[src/rtl/lpc_reg_pkg.sv]
`default_nettype none
// ============================================================================
// Module   : lpc_reg_pkg
// Purpose  : Shared types and helpers for the LPC register bank: lock-state
//            encoding, key values, register access modes and address decode.
// Revision : 1.0 - initial release
// ============================================================================
package lpc_reg_pkg;

    // Lock FSM states. The encoding is visible to software through the key
    // register, so the values are fixed.
    typedef enum logic [1:0] {
        LS_LOCKED   = 2'd0,
        LS_KEY1     = 2'd1,
        LS_UNLOCKED = 2'd2
    } lock_state_e;

    localparam logic [7:0] KEY1_VAL = 8'h55;
    localparam logic [7:0] KEY2_VAL = 8'hAA;

    typedef enum logic [1:0] {
        ACC_RW  = 2'd0,
        ACC_RO  = 2'd1,
        ACC_W1C = 2'd2
    } acc_mode_e;

    // RO takes precedence over W1C when both mask bits are set.
    function automatic acc_mode_e acc_mode(input logic ro, input logic w1c);
        if (ro)  return ACC_RO;
        if (w1c) return ACC_W1C;
        return ACC_RW;
    endfunction

    // Address decode. Once addr >= base holds, addr - base cannot wrap, so
    // doing the subtraction at 32 bits gives the same offset as at ADDR_W bits.
    function automatic logic decode_hit(input int unsigned addr,
                                        input int unsigned base,
                                        input int unsigned num);
        return (addr >= base) && ((addr - base) < num);
    endfunction

    function automatic int unsigned decode_ofs(input int unsigned addr,
                                               input int unsigned base);
        return addr - base;
    endfunction

endpackage
`default_nettype wire

[src/rtl/lpc_reg_lock_fsm.sv]
`default_nettype none
// ============================================================================
// Module   : lpc_reg_lock_fsm
// Purpose  : Key-sequence write lock (55h then AAh to the key register) with
//            an idle counter that relocks the bank after LOCK_TIMEOUT cycles.
// Ports    : clk, rst        - clock, asynchronous active-high reset
//            i_key_wr        - decoded write to the key register
//            i_hit_wr        - any write that hits the bank
//            i_data[7:0]     - low byte of the write data
//            o_state         - current lock state
//            o_unlocked      - 1 when RW writes are allowed
// Revision : 1.0 - initial release
// ============================================================================
module lpc_reg_lock_fsm
    import lpc_reg_pkg::*;
#(
    parameter int LOCK_TIMEOUT = 1024
) (
    input  logic        clk,
    input  logic        rst,
    input  logic        i_key_wr,
    input  logic        i_hit_wr,
    input  logic [7:0]  i_data,
    output lock_state_e o_state,
    output logic        o_unlocked
);

    localparam int              CNT_W     = $clog2(LOCK_TIMEOUT);
    localparam logic [CNT_W-1:0] c_CNT_MAX = CNT_W'(LOCK_TIMEOUT - 1);

    lock_state_e      r_state;
    lock_state_e      w_state_next;
    logic [CNT_W-1:0] r_cnt;
    logic [CNT_W-1:0] w_cnt_next;

    always_ff @(posedge clk or posedge rst) begin
        if (rst) begin
            r_state <= LS_LOCKED;
            r_cnt   <= '0;
        end else begin
            r_state <= w_state_next;
            r_cnt   <= w_cnt_next;
        end
    end

    always_comb begin
        w_state_next = r_state;
        w_cnt_next   = r_cnt;

        case (r_state)
            LS_LOCKED: begin
                if (i_key_wr && (i_data == KEY1_VAL))
                    w_state_next = LS_KEY1;
            end
            LS_KEY1: begin
                // Any hit write other than the second key aborts the sequence.
                if (i_hit_wr)
                    w_state_next = (i_key_wr && (i_data == KEY2_VAL)) ? LS_UNLOCKED : LS_LOCKED;
            end
            LS_UNLOCKED: begin
                // A non-key write in the expiry cycle counts as activity and
                // keeps the bank open; the counter then starts over.
                if (i_key_wr)
                    w_state_next = LS_LOCKED;
                else if (!i_hit_wr && (r_cnt == c_CNT_MAX))
                    w_state_next = LS_LOCKED;
            end
            default: w_state_next = LS_LOCKED;
        endcase

        // Counter only runs while staying in UNLOCKED; entry and writes clear it.
        if ((w_state_next != LS_UNLOCKED) || (r_state != LS_UNLOCKED) || i_hit_wr)
            w_cnt_next = '0;
        else if (r_cnt != c_CNT_MAX)
            w_cnt_next = r_cnt + 1'b1;
    end

    assign o_state    = r_state;
    assign o_unlocked = (r_state == LS_UNLOCKED);

endmodule
`default_nettype wire

[src/rtl/lpc_reg_bank.sv]
`default_nettype none
// ============================================================================
// Module   : lpc_reg_bank
// Purpose  : Parametrised LPC-side register bank with per-register access
//            mode (RW / RO from hardware / W1C sticky), registered reads with
//            a valid strobe, and a key-sequence write lock for RW registers.
// Ports    : LpcClock, PciReset  - clock, asynchronous active-high reset
//            Addr, Rd, Wr, DataWr - LPC-side access strobes and write data
//            DataRd, RdValid      - registered read data and its 1-cycle strobe
//            HwValue, HwSet       - live RO values, W1C set pulses
//            RegOut               - flat view of all registers (key slot = 0)
//            Locked, LockViol     - lock status, dropped-write pulse
// Revision : 1.0 - initial release
// ============================================================================
module lpc_reg_bank
    import lpc_reg_pkg::*;
#(
    parameter int                         DATA_W       = 8,
    parameter int                         ADDR_W       = 8,
    parameter int                         NUM_REGS     = 32,
    parameter int                         BASE_ADDR    = 0,
    parameter logic [7:0]                 ID_VALUE     = 8'h00,
    parameter int                         KEY_OFS      = NUM_REGS - 1,
    parameter logic [NUM_REGS-1:0]        RO_MASK      = '0,
    parameter logic [NUM_REGS-1:0]        W1C_MASK     = '0,
    parameter logic [NUM_REGS*DATA_W-1:0] RESET_VALUES = '0,
    parameter int                         LOCK_TIMEOUT = 1024
) (
    input  logic                       LpcClock,
    input  logic                       PciReset,
    input  logic [ADDR_W-1:0]          Addr,
    input  logic                       Rd,
    input  logic                       Wr,
    input  logic [DATA_W-1:0]          DataWr,
    output logic [DATA_W-1:0]          DataRd,
    output logic                       RdValid,
    input  logic [NUM_REGS*DATA_W-1:0] HwValue,
    input  logic [NUM_REGS*DATA_W-1:0] HwSet,
    output logic [NUM_REGS*DATA_W-1:0] RegOut,
    output logic                       Locked,
    output logic                       LockViol
);

    localparam logic [DATA_W-1:0] c_ALL_ONES = '1;

    logic                w_hit;
    logic [ADDR_W-1:0]   w_ofs;
    logic                w_hit_wr;
    logic                w_key_wr;
    lock_state_e         w_state;
    logic                w_unlocked;
    logic [NUM_REGS-1:0] w_wsel;
    logic [NUM_REGS-1:0] w_rw_bit;
    logic [DATA_W-1:0]   w_view [NUM_REGS];
    logic [DATA_W-1:0]   w_rd_sel;
    logic                w_viol;

    logic [DATA_W-1:0]   r_data_rd;
    logic                r_rd_valid;
    logic                r_lock_viol;

    assign w_hit    = decode_hit(32'(Addr), 32'(BASE_ADDR), 32'(NUM_REGS));
    assign w_ofs    = ADDR_W'(decode_ofs(32'(Addr), 32'(BASE_ADDR)));
    assign w_hit_wr = Wr && w_hit;
    assign w_key_wr = w_hit_wr && (w_ofs == ADDR_W'(KEY_OFS));

    lpc_reg_lock_fsm #(
        .LOCK_TIMEOUT (LOCK_TIMEOUT)
    ) u_lock (
        .clk        (LpcClock),
        .rst        (PciReset),
        .i_key_wr   (w_key_wr),
        .i_hit_wr   (w_hit_wr),
        .i_data     (DataWr[7:0]),
        .o_state    (w_state),
        .o_unlocked (w_unlocked)
    );

    // Per-register storage. Offset 0 and the key slot have no storage of
    // their own; the key register is the lock FSM.
    for (genvar gi = 0; gi < NUM_REGS; gi++) begin : g_reg
        localparam acc_mode_e c_MODE = acc_mode(RO_MASK[gi], W1C_MASK[gi]);

        assign w_wsel[gi] = w_hit_wr && (w_ofs == ADDR_W'(gi));

        if (gi == 0) begin : g_id
            assign w_view[gi]   = DATA_W'(ID_VALUE);
            assign w_rw_bit[gi] = 1'b0;
        end else if (gi == KEY_OFS) begin : g_key
            assign w_view[gi]   = '0;
            assign w_rw_bit[gi] = 1'b0;
        end else if (c_MODE == ACC_RO) begin : g_ro
            assign w_view[gi]   = HwValue[gi*DATA_W +: DATA_W];
            assign w_rw_bit[gi] = 1'b0;
        end else if (c_MODE == ACC_W1C) begin : g_w1c
            logic [DATA_W-1:0] r_val;
            // Set is OR-ed in after the clear, so a same-cycle set wins.
            always_ff @(posedge LpcClock or posedge PciReset) begin
                if (PciReset)
                    r_val <= '0;
                else if (w_wsel[gi])
                    r_val <= (r_val & ~DataWr) | HwSet[gi*DATA_W +: DATA_W];
                else
                    r_val <= r_val | HwSet[gi*DATA_W +: DATA_W];
            end
            assign w_view[gi]   = r_val;
            assign w_rw_bit[gi] = 1'b0;
        end else begin : g_rw
            logic [DATA_W-1:0] r_val;
            always_ff @(posedge LpcClock or posedge PciReset) begin
                if (PciReset)
                    r_val <= RESET_VALUES[gi*DATA_W +: DATA_W];
                else if (w_wsel[gi] && w_unlocked)
                    r_val <= DataWr;
            end
            assign w_view[gi]   = r_val;
            assign w_rw_bit[gi] = 1'b1;
        end

        assign RegOut[gi*DATA_W +: DATA_W] = w_view[gi];
    end

    // Single read mux; the key slot reports the lock state instead of its
    // zero view.
    always_comb begin
        w_rd_sel = c_ALL_ONES;
        if (w_hit) begin
            for (int i = 0; i < NUM_REGS; i++) begin
                if (w_ofs == ADDR_W'(i))
                    w_rd_sel = w_view[i];
            end
            if (w_ofs == ADDR_W'(KEY_OFS))
                w_rd_sel = DATA_W'(w_state);
        end
    end

    assign w_viol = !w_unlocked && (|(w_wsel & w_rw_bit));

    always_ff @(posedge LpcClock or posedge PciReset) begin
        if (PciReset) begin
            r_data_rd   <= c_ALL_ONES;
            r_rd_valid  <= 1'b0;
            r_lock_viol <= 1'b0;
        end else begin
            r_rd_valid  <= Rd;
            r_lock_viol <= w_viol;
            if (Rd)
                r_data_rd <= w_rd_sel;
        end
    end

    assign DataRd   = r_data_rd;
    assign RdValid  = r_rd_valid;
    assign LockViol = r_lock_viol;
    assign Locked   = !w_unlocked;

    // HwValue/HwSet slices of non-RO / non-W1C registers are intentionally
    // ignored.
    logic w_unused;
    assign w_unused = ^{HwValue, HwSet};

endmodule
`default_nettype wire
[config.mk]
export PLATFORM = sky130hd
export DESIGN_NAME = lpc_reg_bank
export DESIGN_NICKNAME = d
export VERILOG_FILES = /design/src/rtl/lpc_reg_pkg.sv /design/src/rtl/lpc_reg_lock_fsm.sv /design/src/rtl/lpc_reg_bank.sv
export SDC_FILE = /design/constraint.sdc
export NUM_CORES = 1
export LEC_CHECK = 0
export ABC_AREA = 1
export CAP_MARGIN = 0
export CORE_AREA = 3 3 313 315
export DETAILED_ROUTE_END_ITERATION = 7
export DIE_AREA = 0 0 316 318
export MAX_ROUTING_LAYER = met4
export SKIP_LAST_GASP = 1
export SYNTH_ARGS = -nofsm -noshare
export SYNTH_HDL_FRONTEND = slang
export SYNTH_SLANG_ARGS = --single-unit
[constraint.sdc]
create_clock -name LpcClock -period 21.4 [get_ports LpcClock]
set_input_delay 3.21 -clock LpcClock [delete_from_list [all_inputs] [get_ports LpcClock]]
set_output_delay 3.21 -clock LpcClock [all_outputs]
set_load 0.02 [all_outputs]
==> flow_summary.toml, run 1 <==
[sta]
fin_crit_ns = 7.00
slew_headroom_pct = 33.3
rsz0062_at_grt = "no"
finalMaxSlewViolations = 0
skew_ns = 0.0224
hold_violations = 0
worstMarginPinSlew_ns = 0.997
clock.fmax_mhz = 143
setup_violations = 0
fin_setup_tns_ns = 0
period_share_pct = 32.7

[worst_setup_path]
cp_cell_sequence = "clkdlybuf4s50_1 -> inv_2 -> nand2_2 -> nor2_4 -> nand2_2 -> nor2_1 -> nor3_1 -> o21ai_0 -> nor3_1 -> nand4_1 -> nand2_1 -> nand4_1 -> nand2_1 -> nand3_1 -> nand2_1 -> nand3_1 -> nand2_1 -> nand4_1 -> nor2_1 -> nand4_1 -> nand2_1 -> nand4_1 -> nand2_1"
crit_required_ns = 21.88
worstSetupPathType = "input pin to flip-flop"
cp_data_arrival_time_ns = 7.48
crit_family = "simple AND/OR/NAND/NOR gates"
crit_top_cell = "nand2_1"
end_kind = "flip-flop"
cp_num_buf_inv = 2
critical-path-max-stage-delay_ns = 0.60
slowest_stage = "clkdlybuf4s50_1"
cp_max_fo = 12
worst_setup_path_start_kind = "input pin"

[final_layout]
syn2layout_area_growth_pct = 41.2
fillCellCount = 10600
utilization_pct = 18.5
stdcell_count = 3081
stdcell_area_um2 = 17600
fin_nets = 2321
drive_gt1_share_pct = 10.6

[placement]
io_buffer_count = 270
place_congestion = 0.849
hpwl_um = 47900
placed_cell_area_um2 = 16500
placedCellCount = 3017

[floorplan]
die_y_um = 318
die_area_um2 = 100000
num_io_pins = 799
start_util_pct = 13.1
dieWidth_um = 316
coreArea_um2 = 95200
rows = 113

[power_and_ir_drop]
vdd_drop_max_mv = 0.0408
p_total_w = 0.00111
power.leakage_nw = 7.31
power_density_nw_per_um2 = 63.2

[cts]
cts_tree = "built"
clock-sinks = 262
clk_path_buf_depth = 3
post_cts_resized = 0
cts_setup_buffers = 0
htree_levels = 2
cts_root_buf = "clkbuf_16"
clock_latency_ns = 0.53
holdBufCountCts = 0
numCtsBuffers = 34
clk_pin_slew_ns = 0.06

[detailed_routing]
dr.first_iter.drc_count = 903
routed.top_layer = "met4"
vias_per_cell = 3.80
drc = 0
ant_nets = 0
drtPass1Iterations = 5
routed-wl-met3_um = 4730
wl_um = 61300
met1_length_um = 28200
vias = 11700
wl_met2_um = 26900
post_drt_wl_per_cell_um = 19.9

[synth]
synth_top_family_by_area = "simple AND/OR/NAND/NOR gates"
async_reset_ff_share_pct = 100
syn_area_um2 = 12400
synth_compound_area_share_pct = 12.9
synth.area.top_cells = "dfrtp_1 (51%), nand2_1 (12%), o21ai_0 (12%)"
synth_edf_count = 0
synth_seq_cells = 262
synth-main-ff-cell = "dfrtp_1"
synth_xor_area_share_pct = 0.281
yosysTopAreaCellShare_pct = 51.1
yosys_warnings = 0
synthSimpleGateAreaFrac_pct = 26.8
yosysTopAreaCell = "dfrtp_1"
synth_adder_area_share_pct = 0.101
ys_seq_area_share_pct = 52.7
ys_types = 43
syn-mean-instance-area_um2 = 8.08
muxShareOfSynthArea_pct = 0
synthCells = 1541

[grt]
antenna_found_initial = 5
grt_max_degree = 156
grt_pass1_vias = 11500
grt_pass1_wl_um = 87200
grt_use_total_pct = 12.3
grt_overflow_total = 0

[job]
max-cap-violations = 0

[status]
status = "complete, no violations"

[hold_path]
hp-class = "flip-flop to flip-flop"
power by group:
part	total, W	internal (W)	switching (W)
registers	0.000499	0.000498	0.00000113
logic	0.0000576	0.0000125	0.0000450
clock network	0.000554	0.000327	0.000227
total	0.00111	0.000838	0.000273
area by class of cell:
type / instances / area (um2) / share of cell area, %
sequential: 262 / 6570 / 37.3
multi-input combinational: 1083 / 5060 / 28.8
timing repair buffer: 283 / 2810 / 16.0
tap: 1265 / 1580 / 9.00
clock buffer: 52 / 1010 / 5.74
inverter: 124 / 475 / 2.70
clock inverter: 7 / 63.8 / 0.363
antenna: 5 / 12.5 / 0.0712
worst register-to-register path: stages (launching register included):
cell	delay, ns
dfrtp_1	0.45
nor2_1	0.08
nor3_1	0.32
o21ai_0	0.16
nor3_1	0.26
nand4_1	0.32
nand2_1	0.32
nand4_1	0.20
nand2_1	0.10
nand3_1	0.09
nand2_1	0.08
nand3_1	0.09
nand2_1	0.09
nand4_1	0.09
nor2_1	0.37
nand4_1	0.22
nand2_1	0.14
nand4_1	0.08
nand2_1	0.09
synth_stat cells, types with 3 or more instances:
| cell | instances |
|---|---|
| nor2_2 | 6 |
| or2_2 | 82 |
| xor2_1 | 3 |
| nand4_1 | 25 |
| nor3_2 | 4 |
| nand2_1 | 403 |
| inv_2 | 7 |
| nor4_1 | 7 |
| clkbuf_1 | 65 |
| dfstp_2 | 8 |
| nand2_2 | 8 |
| dfrtp_1 | 254 |
| inv_1 | 114 |
| nor3_1 | 11 |
| a21oi_1 | 6 |
| buf_4 | 16 |
| nand2_4 | 4 |
| nand3_1 | 62 |
| nor2_4 | 3 |
| a41oi_1 | 6 |
| nor2_1 | 128 |
| o21ai_0 | 291 |
kinds of logic after synthesis:
kind of cell,count (synthesis)
flops,262
xor+xnor,4
other cells,1
buf+inv,211
fa+ha+maj,1
compound gates,311
simple gates,751
state kept, by name, summed over array words and instances, names as in the netlist:
register / count
LockViol: 1
RdValid: 1
g.g_rw.r_val: 240
DataRd: 8
u_lock.o_state: 2
u_lock.r_cnt: 10
worst paths after layout:
check	start	cells after the start	end	slack, ns
max in group asynchronous	PciReset	3	g_reg[20].g_rw.r_val[6]	16.79
setup / recovery	Addr[4]	23	DataRd[2]	14.40
hold / removal	u_lock.r_cnt[0]	1	u_lock.r_cnt[0]	0.46
min in group asynchronous	PciReset	2	g_reg[2].g_rw.r_val[4]	3.25
hold reg to reg	u_lock.r_cnt[0]	1	u_lock.r_cnt[0]	0.46
setup reg to reg	g_reg[3].g_rw.r_val[2]	18	DataRd[2]	17.80
metrics by stage:
step | hold slack [ns] | worst slack [ns]
2_1_floorplan | 0.433 | 10.99
3_3_place_gp | 0.446 | 13.78
3_5_place_dp | 0.457 | 13.76
4_1_cts | 0.464 | 14.32
5_1_grt | 0.476 | 14.12
6_report | 0.463 | 14.40
layout by cell type, fill, tap and decap left out, types with 10 or more instances in the layout:
| cell | Yosys | routed |
|---|---|---|
| buf_4 | 16 | 12 |
| clkbuf_1 | 65 | 10 |
| clkbuf_16 | 0 | 35 |
| clkdlybuf4s50_1 | 0 | 270 |
| conb_1 | 1 | 16 |
| dfrtp_1 | 254 | 254 |
| inv_1 | 114 | 113 |
| nand2_1 | 403 | 403 |
| nand3_1 | 62 | 62 |
| nand4_1 | 25 | 25 |
| nor2_1 | 128 | 127 |
| nor3_1 | 11 | 11 |
| o21ai_0 | 291 | 291 |
| or2_2 | 82 | 82 |
per-layer routing:
layer,up-vias,track usage [%]
met5,-,-
met4,0,2.75
met3,75,3.52
met2,473,18.3
met1,5681,16.6
li1,5466,-
(Power assumes the default switching activity.)
==> run 2, diff against run 1 <==
==> constraint.sdc (replaced) <==
create_clock -name LpcClock -period 6.5 [get_ports LpcClock]
set_input_delay 0.975 -clock LpcClock [delete_from_list [all_inputs] [get_ports LpcClock]]
set_output_delay 0.975 -clock LpcClock [all_outputs]
set_load 0.02 [all_outputs]
==> run 2 against run 1 <==
Register-to-register slack worse by 15 ns. Utilization is 0.074 points higher. Critical path depth stayed put. Largest power group unchanged. Combinational power grew to 3.3 times the previous value. Total power grew to 3.3 times the previous value. Largest cell class unchanged. Critical endpoint unchanged. Sequential share of layout area is 0.15 points lower.
==> flow_summary.toml, run 2 (synthesis gave the netlist of run 1 again) <==
[floorplan]
dieWidth_um = 316
rows = 113
num_io_pins = 799
die_y_um = 318
coreArea_um2 = 95200
die_area_um2 = 100000
start_util_pct = 13.1

[sta]
hold_violations = 0
clock.fmax_mhz = 215
slew_headroom_pct = 25.2
period_share_pct = 71.7
finalMaxSlewViolations = 0
fin_setup_tns_ns = 0
rsz0062_at_grt = "no"
setup_violations = 0
worstMarginPinSlew_ns = 1.11
fin_crit_ns = 4.66
skew_ns = 0.0320

[cts]
post_cts_resized = 0
cts_root_buf = "clkbuf_16"
numCtsBuffers = 34
cts_setup_buffers = 0
htree_levels = 2
clock_latency_ns = 0.55
cts_tree = "built"
clock-sinks = 262
clk_path_buf_depth = 3
clk_pin_slew_ns = 0.06
holdBufCountCts = 0

[worst_setup_path]
critical-path-max-stage-delay_ns = 0.60
cp_max_fo = 12
worst_setup_path_start_kind = "input pin"
crit_family = "simple AND/OR/NAND/NOR gates"
worstSetupPathType = "input pin to flip-flop"
crit_top_cell = "nand2_1"
cp_data_arrival_time_ns = 5.15
crit_required_ns = 6.99
rr_worst_depth = 18
cp_num_buf_inv = 2
cp_cell_sequence = "clkdlybuf4s50_1 -> inv_2 -> nand2_2 -> nor2_4 -> nand2_2 -> nor2_1 -> nor3_1 -> o21ai_0 -> nor3_1 -> nand4_1 -> nand2_1 -> nand4_1 -> nand2_1 -> nand3_1 -> nand2_1 -> nand3_1 -> nand2_1 -> nand4_1 -> nor2_1 -> nand4_1 -> nand2_1 -> nand4_1 -> nand2_1"
end_kind = "flip-flop"
cp.depth = 23
r2r_setup_slack_ns = 3.04
slowest_stage = "clkdlybuf4s50_1"

[grt]
grt_max_degree = 161
grt_pass1_vias = 11100
grt_pass1_wl_um = 85600
grt_use_total_pct = 12.1
grt_overflow_total = 0
antenna_found_initial = 4

[placement]
io_buffer_count = 270
placedCellCount = 3024
hpwl_um = 47800
place_congestion = 0.853

[detailed_routing]
wl_um = 61000
vias_per_cell = 3.79
dr.first_iter.drc_count = 976
vias = 11700
drtPass1Iterations = 5
ant_nets = 0
post_drt_wl_per_cell_um = 19.7
drc = 0

[final_layout]
largest_reg_flops = 240
largest_register = "g.g_rw.r_val"
fillCellCount = 10600
stdcell_count = 3087
syn2layout_area_growth_pct = 41.8
seqCellArea_um2 = 6570
multi_input_area_um2 = 5050
final_common_cell = "nand2_1"
fin_nets = 2328
drive_gt1_share_pct = 11.1
final_cell_mix = "nand2_1 (403), o21ai_0 (291), clkdlybuf4s50_1 (270)"

[hold_path]
holdPathStages = 1
hp-class = "flip-flop to flip-flop"

[power_and_ir_drop]
p_total_w = 0.00369
power_density_nw_per_um2 = 209
vdd_drop_max_mv = 0.136
power.leakage_nw = 7.35

[job]
max-cap-violations = 0

[status]
status = "complete, no violations"
run 2: path summary, 6_finish.rpt:
kind,endpoint,from
setup / recovery,DataRd[2],Addr[4]
hold / removal,u_lock.r_cnt[0],u_lock.r_cnt[0]
setup reg to reg,DataRd[2],g_reg[1].g_rw.r_val[2]
hold reg to reg,u_lock.r_cnt[0],u_lock.r_cnt[0]
max in group asynchronous,g_reg[4].g_rw.r_val[6],PciReset
min in group asynchronous,g_reg[12].g_rw.r_val[5],PciReset
run 2: where the power goes:
| part | internal, W | switching [W] |
|---|---|---|
| registers | 0.00164 | 0.00000344 |
| logic | 0.0000422 | 0.000147 |
| clock network | 0.00108 | 0.000773 |
run 2: area by class of cell:
class	instances	share of cell area, %
Inverter	124	2.67
Multi-Input combinational cell	1083	28.6
Tap cell	1265	8.97
Clock buffer	50	5.67
Clock inverter	9	0.581
Sequential cell	262	37.2
Antenna cell	4	0.0567
Timing Repair Buffer	290	16.2
run 2: through the flow:
stage,instance area (um2),utilization [%],hold WS [ns],setup slack (ns)
after CTS,17600,18.5,0.463,1.75
final,17700,18.5,0.461,1.84
after floorplan,12500,-,0.433,2.08
after global placement,16500,17.4,0.453,1.16
after detailed placement,16500,17.4,0.454,1.18
after global routing,17700,18.5,0.482,1.58
run 2: metal layers:
layer / vias to the layer above / part of all wire, % / global-route usage, %
met3: 64 / 9.0 / 3.99
met2: 488 / 44 / 17.9
met4: 0 / 2.2 / 2.69
met5: - / 0 / -
li1: 5473 / - / -
met1: 5688 / 45 / 16.0
==> run 3, diff against run 2 <==
==> constraint.sdc (replaced) <==
create_clock -name LpcClock -period 4.5 [get_ports LpcClock]
set_input_delay 0.675 -clock LpcClock [delete_from_list [all_inputs] [get_ports LpcClock]]
set_output_delay 0.675 -clock LpcClock [all_outputs]
set_load 0.02 [all_outputs]
==> run 3 against run 2 <==
Clock power rose by 34%. First-iteration DRC count rose by 6.9%. Final area rose by 3.1%. Die area did not move. Via count rose by 1.4%. Utilization rose by 0.57 points. Sequential power rose by 45%. Count of clock-buffer cells in the layout fell by 5. Critical path depth rose by 7. Critical path type unchanged. Critical endpoint is now DataRd[0]. Largest cell class unchanged. Highest routed layer unchanged.
==> flow_summary.toml, run 3 (synthesis gave the netlist of run 1 again) <==
[status]
status = "complete, no violations"

[cts]
cts_setup_buffers = 0
clock_latency_ns = 0.58
clock-sinks = 262
numCtsBuffers = 31
clk_path_buf_depth = 3
htree_levels = 1
post_cts_resized = 0
cts_root_buf = "clkbuf_16"
holdBufCountCts = 0
cts_tree = "built"
clk_pin_slew_ns = 0.06

[detailed_routing]
drtPass1Iterations = 7
drc = 0
post_drt_wl_per_cell_um = 19.6
ant_nets = 0
vias = 11900
vias_per_cell = 3.75
wl_um = 62000
dr.first_iter.drc_count = 1043

[sta]
final.setup.worst_slack_ns = 0.499
fin_crit_ns = 4.00
hold_violations = 0
hold_slack_ns = 0.471
clock.fmax_mhz = 250
rsz0062_at_grt = "no"
period_share_pct = 88.9
worstMarginPinSlew_ns = 1.02
skew_ns = 0.0119
finalMaxSlewViolations = 0
slew_headroom_pct = 31.5
setup_violations = 0

[placement]
placedCellCount = 3107
hpwl_um = 49300
pre_cts_ws_ns = -0.107
placed_cell_area_um2 = 17200
io_buffer_count = 270
place_congestion = 0.867

[grt]
grt_max_degree = 97
grt_overflow_total = 0
grt_pass1_vias = 11400
grt_use_total_pct = 12.2
grt_pass1_wl_um = 87000
antenna_found_initial = 5

[power_and_ir_drop]
clkPwrFrac_pct = 48.3
p_comb_share_pct = 5.8
seqPwrFrac_pct = 45.9
p_sw_share_pct = 24.1
p_total_w = 0.00517
power.internal_w = 0.00392
power_density_nw_per_um2 = 284
vdd_drop_max_mv = 0.277
switching_power_w = 0.00124
power.leakage_nw = 7.70

[final_layout]
stdcell_area_um2 = 18200
final_cell_mix = "nand2_1 (403), o21ai_0 (291), clkdlybuf4s50_1 (270)"
fin_nets = 2408
largest_reg_flops = 240
final_common_cell = "nand2_1"
largest_register = "g.g_rw.r_val"
syn2layout_area_growth_pct = 46.2
stdcell_count = 3166
drive_gt1_share_pct = 14.7

[floorplan]
rows = 113
dieWidth_um = 316
coreArea_um2 = 95200
start_util_pct = 13.1
die_area_um2 = 100000
num_io_pins = 799
die_y_um = 318

[worst_setup_path]
cp_max_fo = 11
critical-path-max-stage-delay_ns = 0.54
worst_setup_path_start_kind = "input pin"
worstSetupPathType = "input pin to flip-flop"
cp_data_arrival_time_ns = 4.51
crit_top_cell = "nand2_1"
end_kind = "flip-flop"
slowest_stage = "clkdlybuf4s50_1"
crit_required_ns = 5.00

[hold_path]
hp-class = "flip-flop to flip-flop"

[job]
max-cap-violations = 0
run 3: cell types whose count changed in the layout (fill, tap and decap cells not counted), sizes merged:
cell / delta
buf: +83
bufinv: +2
clkbuf: -5
clkinv: -2
diode: +1
run 3: worst paths after layout:
kind                                              from                      end  slack, ns  cells past startpoint
max in group asynchronous                     PciReset  g_reg[28].g_rw.r_val[2]       2.68                      3
worst min-delay path                   u_lock.r_cnt[0]          u_lock.r_cnt[0]       0.47                      1
worst min register to register         u_lock.r_cnt[0]          u_lock.r_cnt[0]       0.47                      1
worst max register to register  g_reg[1].g_rw.r_val[7]                DataRd[7]       1.41                     20
min in group asynchronous                     PciReset  g_reg[10].g_rw.r_val[4]       0.78                      2
worst max-delay path                           Addr[4]                DataRd[0]       0.50                     30
run 3: per-stage QoR:
| stage | setup TNS (ns) | util, % |
|---|---|---|
| final | 0 | 19.1 |
| after global routing | 0 | 19.1 |
| after CTS | 0 | 19.1 |
| after detailed placement | -0.314 | 18.1 |
| after global placement | -0.416 | 18.1 |
| after floorplan | 0 | - |
run 3: metal layers:
metal / GRT usage, % / vias up / wire [um]
li1: - / 5630 / -
met1: 16.1 / 5707 / 28000
met2: 18.3 / 463 / 27000
met3: 3.93 / 79 / 5520
met4: 2.66 / 0 / 1450
met5: - / - / 0
run 3: area by class of cell:
class / instances / area [um2]
Multi-Input combinational cell: 1083 / 5050
Clock buffer: 45 / 888
Antenna cell: 5 / 12.5
Tap cell: 1265 / 1580
Fill cell: 10600 / 77000
Inverter: 124 / 472
Sequential cell: 262 / 6570
Clock inverter: 9 / 111
Timing Repair Buffer: 373 / 3510
run 3: power groups by stage:
| stage | combinational (W) | clock (W) | sequential (W) |
|---|---|---|---|
| final | 0.000299 | 0.00250 | 0.00237 |
| after global routing | 0.000325 | 0.00262 | 0.00237 |
| after CTS | 0.000304 | 0.00253 | 0.00237 |
| after detailed placement | 0.000303 | 0 | 0.00242 |
| after global placement | 0.000302 | 0 | 0.00242 |
| after floorplan | 0.000144 | 0 | 0.00242 |
run 3: worst max-delay path, delay by kind of cell:
family	cells	cell delay (ns)
buf+inv	4	1.01
simple gates	25	2.74
compound gates	1	0.05
